--- src/rtl/fifo_wr_arbiter_pkg.sv ---
// Shared definitions for the FIFO write-port arbiter: FSM state encoding and
// the round-robin wrap helper.
package fifo_wr_arbiter_pkg;

    typedef enum logic {
        ST_IDLE  = 1'b0,
        ST_BURST = 1'b1
    } arb_state_t;

    function automatic int unsigned rr_wrap_inc(input int unsigned idx, input int unsigned n);
        return (idx + 1 >= n) ? 0 : idx + 1;
    endfunction

endpackage

--- src/rtl/fifo_wr_arbiter_rr_pick.sv ---
// Combinational round-robin first-one finder: scans req_i from ptr_i upward,
// wrapping at NUM_REQ-1, and reports the first set bit.
module rr_pick #(
    parameter int unsigned NUM_REQ = 4,
    parameter int unsigned IW      = $clog2(NUM_REQ)
) (
    input  logic [NUM_REQ-1:0] req_i,
    input  logic [IW-1:0]      ptr_i,
    output logic               valid_o,
    output logic [IW-1:0]      idx_o
);

    int unsigned j;

    always_comb begin
        valid_o = 1'b0;
        idx_o   = '0;
        j       = 0;
        for (int unsigned i = 0; i < NUM_REQ; i++) begin
            j = 32'(ptr_i) + i;
            if (j >= NUM_REQ) begin
                j = j - NUM_REQ;
            end
            if (!valid_o && req_i[j]) begin
                valid_o = 1'b1;
                idx_o   = IW'(j);
            end
        end
    end

endmodule

--- src/rtl/fifo_wr_arbiter.sv ---
// Round-robin arbiter sharing one FIFO write port among NUM_REQ producers,
// granting bursts of up to MAX_BURST words with zero-latency write strobes.
module fifo_wr_arbiter
    import fifo_wr_arbiter_pkg::*;
#(
    parameter int unsigned NUM_REQ   = 4,
    parameter int unsigned DATA_W    = 8,
    parameter int unsigned MAX_BURST = 4
) (
    input  logic                         clk,
    input  logic                         rst_n,
    input  logic [NUM_REQ-1:0]           req,
    input  logic [NUM_REQ*DATA_W-1:0]    req_data,
    input  logic [NUM_REQ-1:0]           req_last,
    output logic [NUM_REQ-1:0]           gnt,
    input  logic                         fifo_full,
    output logic                         fifo_wr_en,
    output logic [DATA_W-1:0]            fifo_wr_data,
    output logic [$clog2(NUM_REQ)-1:0]   active_id,
    output logic                         busy
);

    localparam int unsigned IW = $clog2(NUM_REQ);
    localparam int unsigned CW = $clog2(MAX_BURST + 1);

    arb_state_t    state_q, state_d;
    logic [IW-1:0] owner_q, owner_d;
    logic [IW-1:0] rr_ptr_q, rr_ptr_d;
    logic [CW-1:0] burst_cnt_q, burst_cnt_d;

    logic          pick_valid;
    logic [IW-1:0] pick_idx;
    logic [IW-1:0] owner_next;
    logic          accept;

    rr_pick #(
        .NUM_REQ (NUM_REQ),
        .IW      (IW)
    ) u_rr_pick (
        .req_i   (req),
        .ptr_i   (rr_ptr_q),
        .valid_o (pick_valid),
        .idx_o   (pick_idx)
    );

    assign owner_next = IW'(rr_wrap_inc(32'(owner_q), NUM_REQ));
    assign accept     = (state_q == ST_BURST) && req[owner_q] && !fifo_full;
    assign active_id  = owner_q;
    assign busy       = (state_q == ST_BURST);

    always_ff @(posedge clk or negedge rst_n) begin
        if (!rst_n) begin
            state_q     <= ST_IDLE;
            owner_q     <= '0;
            rr_ptr_q    <= '0;
            burst_cnt_q <= '0;
        end else begin
            state_q     <= state_d;
            owner_q     <= owner_d;
            rr_ptr_q    <= rr_ptr_d;
            burst_cnt_q <= burst_cnt_d;
        end
    end

    always_comb begin
        state_d      = state_q;
        owner_d      = owner_q;
        rr_ptr_d     = rr_ptr_q;
        burst_cnt_d  = burst_cnt_q;
        gnt          = '0;
        fifo_wr_en   = 1'b0;
        fifo_wr_data = '0;
        case (state_q)
            ST_IDLE: begin
                if (pick_valid) begin
                    owner_d     = pick_idx;
                    burst_cnt_d = '0;
                    state_d     = ST_BURST;
                end
            end
            ST_BURST: begin
                // A dropped request ends the burst even while the FIFO is full.
                if (!req[owner_q]) begin
                    state_d  = ST_IDLE;
                    rr_ptr_d = owner_next;
                end else if (accept) begin
                    gnt[owner_q] = 1'b1;
                    fifo_wr_en   = 1'b1;
                    fifo_wr_data = req_data[owner_q*DATA_W +: DATA_W];
                    burst_cnt_d  = burst_cnt_q + 1'b1;
                    if (req_last[owner_q] || burst_cnt_q == CW'(MAX_BURST - 1)) begin
                        state_d  = ST_IDLE;
                        rr_ptr_d = owner_next;
                    end
                end
            end
            default: state_d = ST_IDLE;
        endcase
    end

endmodule

--- config.mk ---
export PLATFORM = sky130hd
export DESIGN_NAME = fifo_wr_arbiter
export DESIGN_NICKNAME = d
export VERILOG_FILES = /design/src/rtl/fifo_wr_arbiter_pkg.sv /design/src/rtl/fifo_wr_arbiter_rr_pick.sv /design/src/rtl/fifo_wr_arbiter.sv
export SDC_FILE = /design/constraint.sdc
export NUM_CORES = 1
export LEC_CHECK = 0
export CAP_MARGIN = 25
export CORE_ASPECT_RATIO = 0.7
export CORE_UTILIZATION = 33
export DETAILED_ROUTE_END_ITERATION = 10
export PLACE_DENSITY = 0.73
export SYNTH_ARGS = -nofsm -noshare
export SYNTH_HDL_FRONTEND = slang
export SYNTH_HIERARCHICAL = 1
export SYNTH_SLANG_ARGS = --single-unit
--- constraint.sdc ---
create_clock -name clk -period 1.7 [get_ports clk]
set_input_delay 0.255 -clock clk [delete_from_list [all_inputs] [get_ports clk]]
set_output_delay 0.255 -clock clk [all_outputs]
set_load 0.05 [all_outputs]
==> results of run 1 <==
[cell usage in the layout, fill, tap and decap left out, types with 2 or more instances in the layout]
cell | netlist | routed
buf_6 | 2 | 3
nand2b_1 | 2 | 2
o21ai_0 | 3 | 3
a21oi_1 | 5 | 5
clkbuf_8 | 0 | 3
buf_4 | 1 | 16
dlygate4sd2_1 | 0 | 3
and3_4 | 0 | 10
inv_1 | 7 | 7
clkdlybuf4s50_1 | 0 | 39
mux2_4 | 3 | 3
buf_12 | 0 | 17
nand2_1 | 5 | 5
mux4_2 | 9 | 9
nor2b_1 | 2 | 2
and3_2 | 2 | 2
dfrtp_2 | 0 | 3
nand3_1 | 2 | 2
nor2_1 | 4 | 4
dfrtp_1 | 8 | 5
ha_1 | 6 | 6
[timing repair]
item,in CTS,in global routing
endpoints found under the setup margin,15,18
setup buffers,5,0
pin swaps,3,1
gates resized for setup,6,1
[final cells by class]
| cell class | count | area [µm²] |
|---|---|---|
| Timing Repair Buffer | 78 | 910.9 |
| Multi-Input combinational cell | 67 | 713.2 |
| Fill cell | 158 | 606.8 |
| Sequential cell | 8 | 203.9 |
| Clock buffer | 4 | 45.04 |
| Tap cell | 34 | 42.54 |
| Inverter | 8 | 30.03 |
[sequential cells by signal, indices dropped and copies added (netlist names)]
signal	flops
busy	1
burst_cnt_q	3
active_id	2
rr_ptr_q	2
[power groups by stage]
stage | registers, W | logic [W] | clock network (W)
after CTS | 0.000365 | 0.00220 | 0.000249
after floorplan | 0.000484 | 0.00115 | 0
final | 0.000367 | 0.00221 | 0.000245
after global routing | 0.000379 | 0.00235 | 0.000265
after global placement | 0.000367 | 0.00203 | 0
after detailed placement | 0.000370 | 0.00208 | 0
[per-layer routing]
metal / global-route usage, % / vias to the layer above / share of wire [%]
li1: - / 479 / -
met1: 27.31 / 504 / 41
met2: 41.65 / 34 / 53
met3: 5.198 / 6 / 4.4
met4: 5.217 / 0 / 1.2
met5: 0 / - / 0
[per-stage QoR]
step                power (W)  area, µm²  setup slack (ns)
floorplan            0.001637      989.7           -0.1406
global placement     0.002396       1851           -0.2778
detailed placement   0.002453       1851           -0.3089
CTS                  0.002809       1942           -0.2432
global route         0.002992       1946           -0.2912
finish               0.002819       1946           -0.2421
[critical path, cell delays in order, from the launching register on]
cell and delay [ns]:
dfrtp_2 0.40, mux4_2 0.58, buf_12 0.17, and3_4 0.15, buf_12 0.14
[worst paths after layout]
check	slack [ns]	to	depth (start not counted)
worst min-delay path	0.29	rr_ptr_q[0]	1
worst min register to register	0.58	burst_cnt_q[2]	2
min in group clk	0.58	burst_cnt_q[2]	2
worst max-delay path	-0.24	fifo_wr_data[5]	4
max in group asynchronous	1.12	busy	1
worst max register to register	-0.09	burst_cnt_q[0]	6
[cell families after synthesis]
group / Yosys count / synth area share (%)
buf+inv: 13 / 7.308
xor+xnor: 1 / 0.9474
mux: 13 / 27.87
compound gates: 15 / 12.99
simple gates: 32 / 21.11
flops: 8 / 21.65
fa+ha+maj: 6 / 8.119
==> flow_summary_export.csv, run 1 <==
group,metric,value,unit
power,power.density_cell_area,1449,nW/µm²
power,p_int,0.001630,W
yosys,syn-num-nets,137,
grt,grt_pass1_wl,4.995,mm
worst_setup_path,critical_path.startpoint,"active_id[0]",
routing,wl_per_instance,16.39,µm
worst_setup_path,timing.critical_path.fanout_max,10,
routing,drtPass1Iterations,4,
worst_setup_path,cp_data_required_time,1.44,ns
worst_setup_path,worst_ep_arrival_time,1.69,ns
layout,area_overhead_of_the_layout_relative_to_synthesis,110.4,%
worst_setup_path,crit_path_end_kind,"primary output",
placement,post-dp-hpwl,2.664,mm
sta,timing.setup.tns,-3.116,ns
sta,tightestPinTransition,0.4334,ns
grt,grtUsageTotal,22.66,%
floorplanning,floorplan.io_pins,59,
sta,holdWs,0.2935,ns
clocking,library_cell_used_as_clock_root_buffer,"clkbuf_8",
power,power_switching_share,42.18,%
yosys,netlist_instances,88,
routing,drt_wl_total,3.261,mm
floorplanning,die_area,3021,µm²
floorplanning,die_h,46.29,µm
floorplanning,floorplan.initialDensity,36.23,%
grt,grt_pass1_vias,1072,
routing,detailedRoute.firstIterationViolations,47,
grt,gr-total-overflow,0,
power,seqPwrFrac,13.0,%
layout,finish.utilization,76.23,%
layout,layout.cells.non_filler,199,
flow_run,drv_cap,0,
yosys,yosysWarningCount,6,
yosys,synth.most_common_cell,"and3_1",
status,status,"finished with violations",
clocking,post_cts_hold_buffer_count,0,
placement,gp_congestion,0.7211,
sta,setup-violations-final,16,
clocking,clockBufferDepth,2,
power,clock_power_share,8.7,%
power,combinational_power_share,78.3,%
sta,rsz_0062_raised_after_global_routing,"true",
yosys,yosys.cell_types.count,32,
yosys,netlist.area_leader.share,21.92,%
clocking,tritoncts.num_buffers,3,
yosys,ys_top_cells_by_area,"mux4_2 22%, dfrtp_1 22%, ha_1 8.1%, and3_1 6.8%, mux2_4 4.9%",
status,violated_checks,"setup timing",
clocking,clock_sink_count,8,
clocking,tritoncts_clock_tree,"built",
clocking,htreeDepth,1,
yosys,postSynthRegisterBits,8,
floorplanning,fp-row-count,15,
grt,number_of_antenna_violations_at_the_first_check_in_global_routing,0,
yosys,synth.top_cells.by_count,"10 x and3_1, 9 x mux4_2, 8 x dfrtp_1",
sta,period_share,114.2,%
clocking,worstSkewPairLatency,0.24,ns
routing,routed-via-count,1023,
sta,finClkSkew,0.005460,ns
power,vdd_drop_max,0.9725,mV
sta,achievable-frequency,514.9,MHz
routing,drcViolationCount,0,
yosys,ys_dominant_reg_cell,"dfrtp_1",
sta,fin_crit,1.942,ns
yosys,post-synth-top-area-cell,"mux4_2",
power,power.static_leakage,0.8287,nW
yosys,netlist_area,924.6,µm²
min_path,class_of_the_tightest_hold_or_removal_check,"in2async",
yosys,share_of_the_yosys_chip_area_belonging_to_registers,21.65,%
clocking,cts.reportedPaths.clkPinSlew,0.04,ns
yosys,synthesis.area_per_instance,10.51,µm²
layout,number_of_inserted_diodes,0,
grt,grt_start_max_net_pins,14,
routing,routed_via_density,5.141,
sta,timing.final.max_slew_violations,0,
routing,detail-route-antenna-nets,0,
layout,fin_nets,215,
sta,post-route-worst-setup-slack,-0.2421,ns
power,p_switching,0.001189,W
floorplanning,core_area,2552,µm²
floorplanning,die-width,65.27,µm
yosys,postSynth.asyncResetShare,100.0,%
worst_setup_path,cp-start-kind,"flip-flop",
sta,slew-limit-headroom,71.04,%
yosys,synth_enable_flop_cells,0,
layout,drive_above_1_share,44.85,%
sta,hold_violation_count_in_the_final_report,0,
placement,post-place-cells,190,
placement,io_buffers,58,
worst_setup_path,reg2reg_from,"active_id[0]",
worst_setup_path,worst-setup-path-type,"reg2out",
Note: power is estimated with default switching activity, not from simulation.
==> run 2: changes to the inputs <==
Settings changed: CELL_PAD_IN_SITES_DETAIL_PLACEMENT set to 1, CELL_PAD_IN_SITES_GLOBAL_PLACEMENT set to 2, CORE_UTILIZATION 33 to 18, PLACE_DENSITY 0.73 to 0.71, SLEW_MARGIN set to 10.
==> flow_summary_export.csv, run 2 (synthesized netlist as in run 1, its figures left out) <==
group,metric,value,unit
status,status,"finished with violations",
status,violated_checks,"setup timing",
sta,achievable-frequency,516.6,MHz
routing,drtPass1Iterations,3,
clocking,tritoncts_clock_tree,"built",
worst_setup_path,worst-setup-path-type,"reg2out",
routing,routed_via_density,4.346,
grt,gr-total-overflow,0,
sta,hold_violation_count_in_the_final_report,0,
layout,max_flop_register,"burst_cnt_q",
grt,grtUsageTotal,14.02,%
sta,timing.setup.tns,-3.233,ns
layout,finish.utilization,41.49,%
sta,period_share,113.9,%
floorplanning,die_h,61.97,µm
layout,mostFrequentLayoutCell,"clkdlybuf4s50_1",
power,power.static_leakage,0.8564,nW
grt,grt_pass1_wl,5.664,mm
worst_setup_path,cp-start-kind,"flip-flop",
routing,drcViolationCount,0,
floorplanning,floorplan.initialDensity,19.02,%
sta,rsz_0062_raised_after_global_routing,"true",
floorplanning,floorplan.io_pins,59,
grt,number_of_antenna_violations_at_the_first_check_in_global_routing,0,
power,vdd_drop_max,0.4952,mV
worst_setup_path,cp_data_required_time,1.44,ns
worst_setup_path,reg2reg_from,"active_id[0]",
sta,fin_crit,1.936,ns
worst_setup_path,r2r.worst_path.cells,6,
clocking,clockBufferDepth,2,
sta,timing.final.max_slew_violations,0,
routing,wl_per_instance,15.59,µm
worst_setup_path,timing.critical_path.fanout_max,5,
layout,number_of_inserted_diodes,0,
flow_run,drv_cap,0,
layout,layout.cell_area.non_filler,2017,µm²
clocking,cts.reportedPaths.clkPinSlew,0.05,ns
clocking,clock_sink_count,8,
worst_setup_path,crit_path_end_kind,"primary output",
worst_setup_path,worst_ep_arrival_time,1.68,ns
grt,grt_pass1_vias,1170,
layout,area_overhead_of_the_layout_relative_to_synthesis,118.1,%
placement,gp_congestion,0.7962,
floorplanning,core_area,4861,µm²
routing,routed-via-count,1030,
clocking,library_cell_used_as_clock_root_buffer,"clkbuf_8",
clocking,post_cts_hold_buffer_count,0,
clocking,htreeDepth,1,
sta,setup-violations-final,17,
floorplanning,fp-row-count,21,
clocking,worstSkewPairLatency,0.23,ns
clocking,tritoncts.num_buffers,3,
placement,post_dp_cell_area,1904,µm²
worst_setup_path,crit-reg2reg-capture,"rr_ptr_q[1]",
sta,tightestPinTransition,0.4189,ns
sta,post-route-worst-setup-slack,-0.2356,ns
power,totalPowerFinal,0.002880,W
placement,post-dp-hpwl,2.961,mm
power,power.density_cell_area,1428,nW/µm²
sta,finClkSkew,0.001867,ns
floorplanning,die_area,5432,µm²
min_path,class_of_the_tightest_hold_or_removal_check,"in2async",
layout,fin_nets,218,
layout,drive_above_1_share,46.43,%
routing,detailedRoute.firstIterationViolations,17,
placement,io_buffers,58,
routing,drt_wl_total,3.695,mm
worst_setup_path,r2r_slack,-0.16,ns
layout,largest_register_ffs,3,
floorplanning,die-width,87.67,µm
routing,detail-route-antenna-nets,0,
grt,grt_start_max_net_pins,12,
worst_setup_path,critical_path.startpoint,"active_id[0]",
layout,layout_common_cells,"38 x clkdlybuf4s50_1, 18 x buf_4, 16 x buf_12, 10 x and3_4, 9 x mux4_2",
sta,slew-limit-headroom,71.99,%
[run 2: worst max-delay path by stage]
stage | end | slack [ns] | depth (start not counted)
finish | fifo_wr_data[6] | -0.24 | 4
global route | fifo_wr_data[1] | -0.29 | 4
CTS | fifo_wr_data[6] | -0.25 | 4
global placement | rr_ptr_q[1] | -0.30 | 6
detailed placement | rr_ptr_q[1] | -0.37 | 6
floorplan | fifo_wr_data[0] | -0.14 | 3
[run 2: metal layers]
| metal | part of all wire [%] | track usage, % | wire length, µm |
|---|---|---|---|
| met5 | 0 | 0 | 0 |
| met4 | 0 | 0.7026 | 0 |
| met2 | 48 | 26.34 | 1764 |
| met1 | 44 | 17.07 | 1629 |
| met3 | 8.1 | 3.963 | 301 |
[run 2: area by class of cell]
type	count	area (µm²)
Inverter	8	30.03
Tap cell	69	86.33
Sequential cell	8	203.9
Fill cell	544	2844
Clock buffer	4	45.04
Timing Repair Buffer	81	930.9
Multi-Input combinational cell	67	720.7
[run 2: metrics by stage]
stage	std cells	worst slack, ns	hold WS [ns]
2_1_floorplan	88	-0.1406	-0.04059
3_3_place_gp	228	-0.2991	0.5531
3_5_place_dp	228	-0.3733	0.5687
6_report	237	-0.2356	0.3230
5_1_grt	237	-0.2919	0.3471
4_1_cts	237	-0.2481	0.3343
[run 2: report_power, final]
group | internal [W] | leakage, nW | total (W) | switching (W)
combinational | 0.00122 | 0.737 | 0.00226 | 0.00104
sequential | 0.000280 | 0.0970 | 0.000370 | 0.0000900
clock | 0.000164 | 0.0228 | 0.000254 | 0.0000897
[run 2: timing repair]
action                                  CTS  global route
pin swaps                                 1             1
buffers inserted                          4             0
gates cloned                              1             0
endpoints found under the setup margin   15            17
resized for setup                         9             3
[run 2: critical path, cell delays in order, from the launching register on]
cell and delay, ns:
dfrtp_2 0.40, mux4_2 0.59, buf_6 0.17, and3_4 0.15, buf_12 0.14
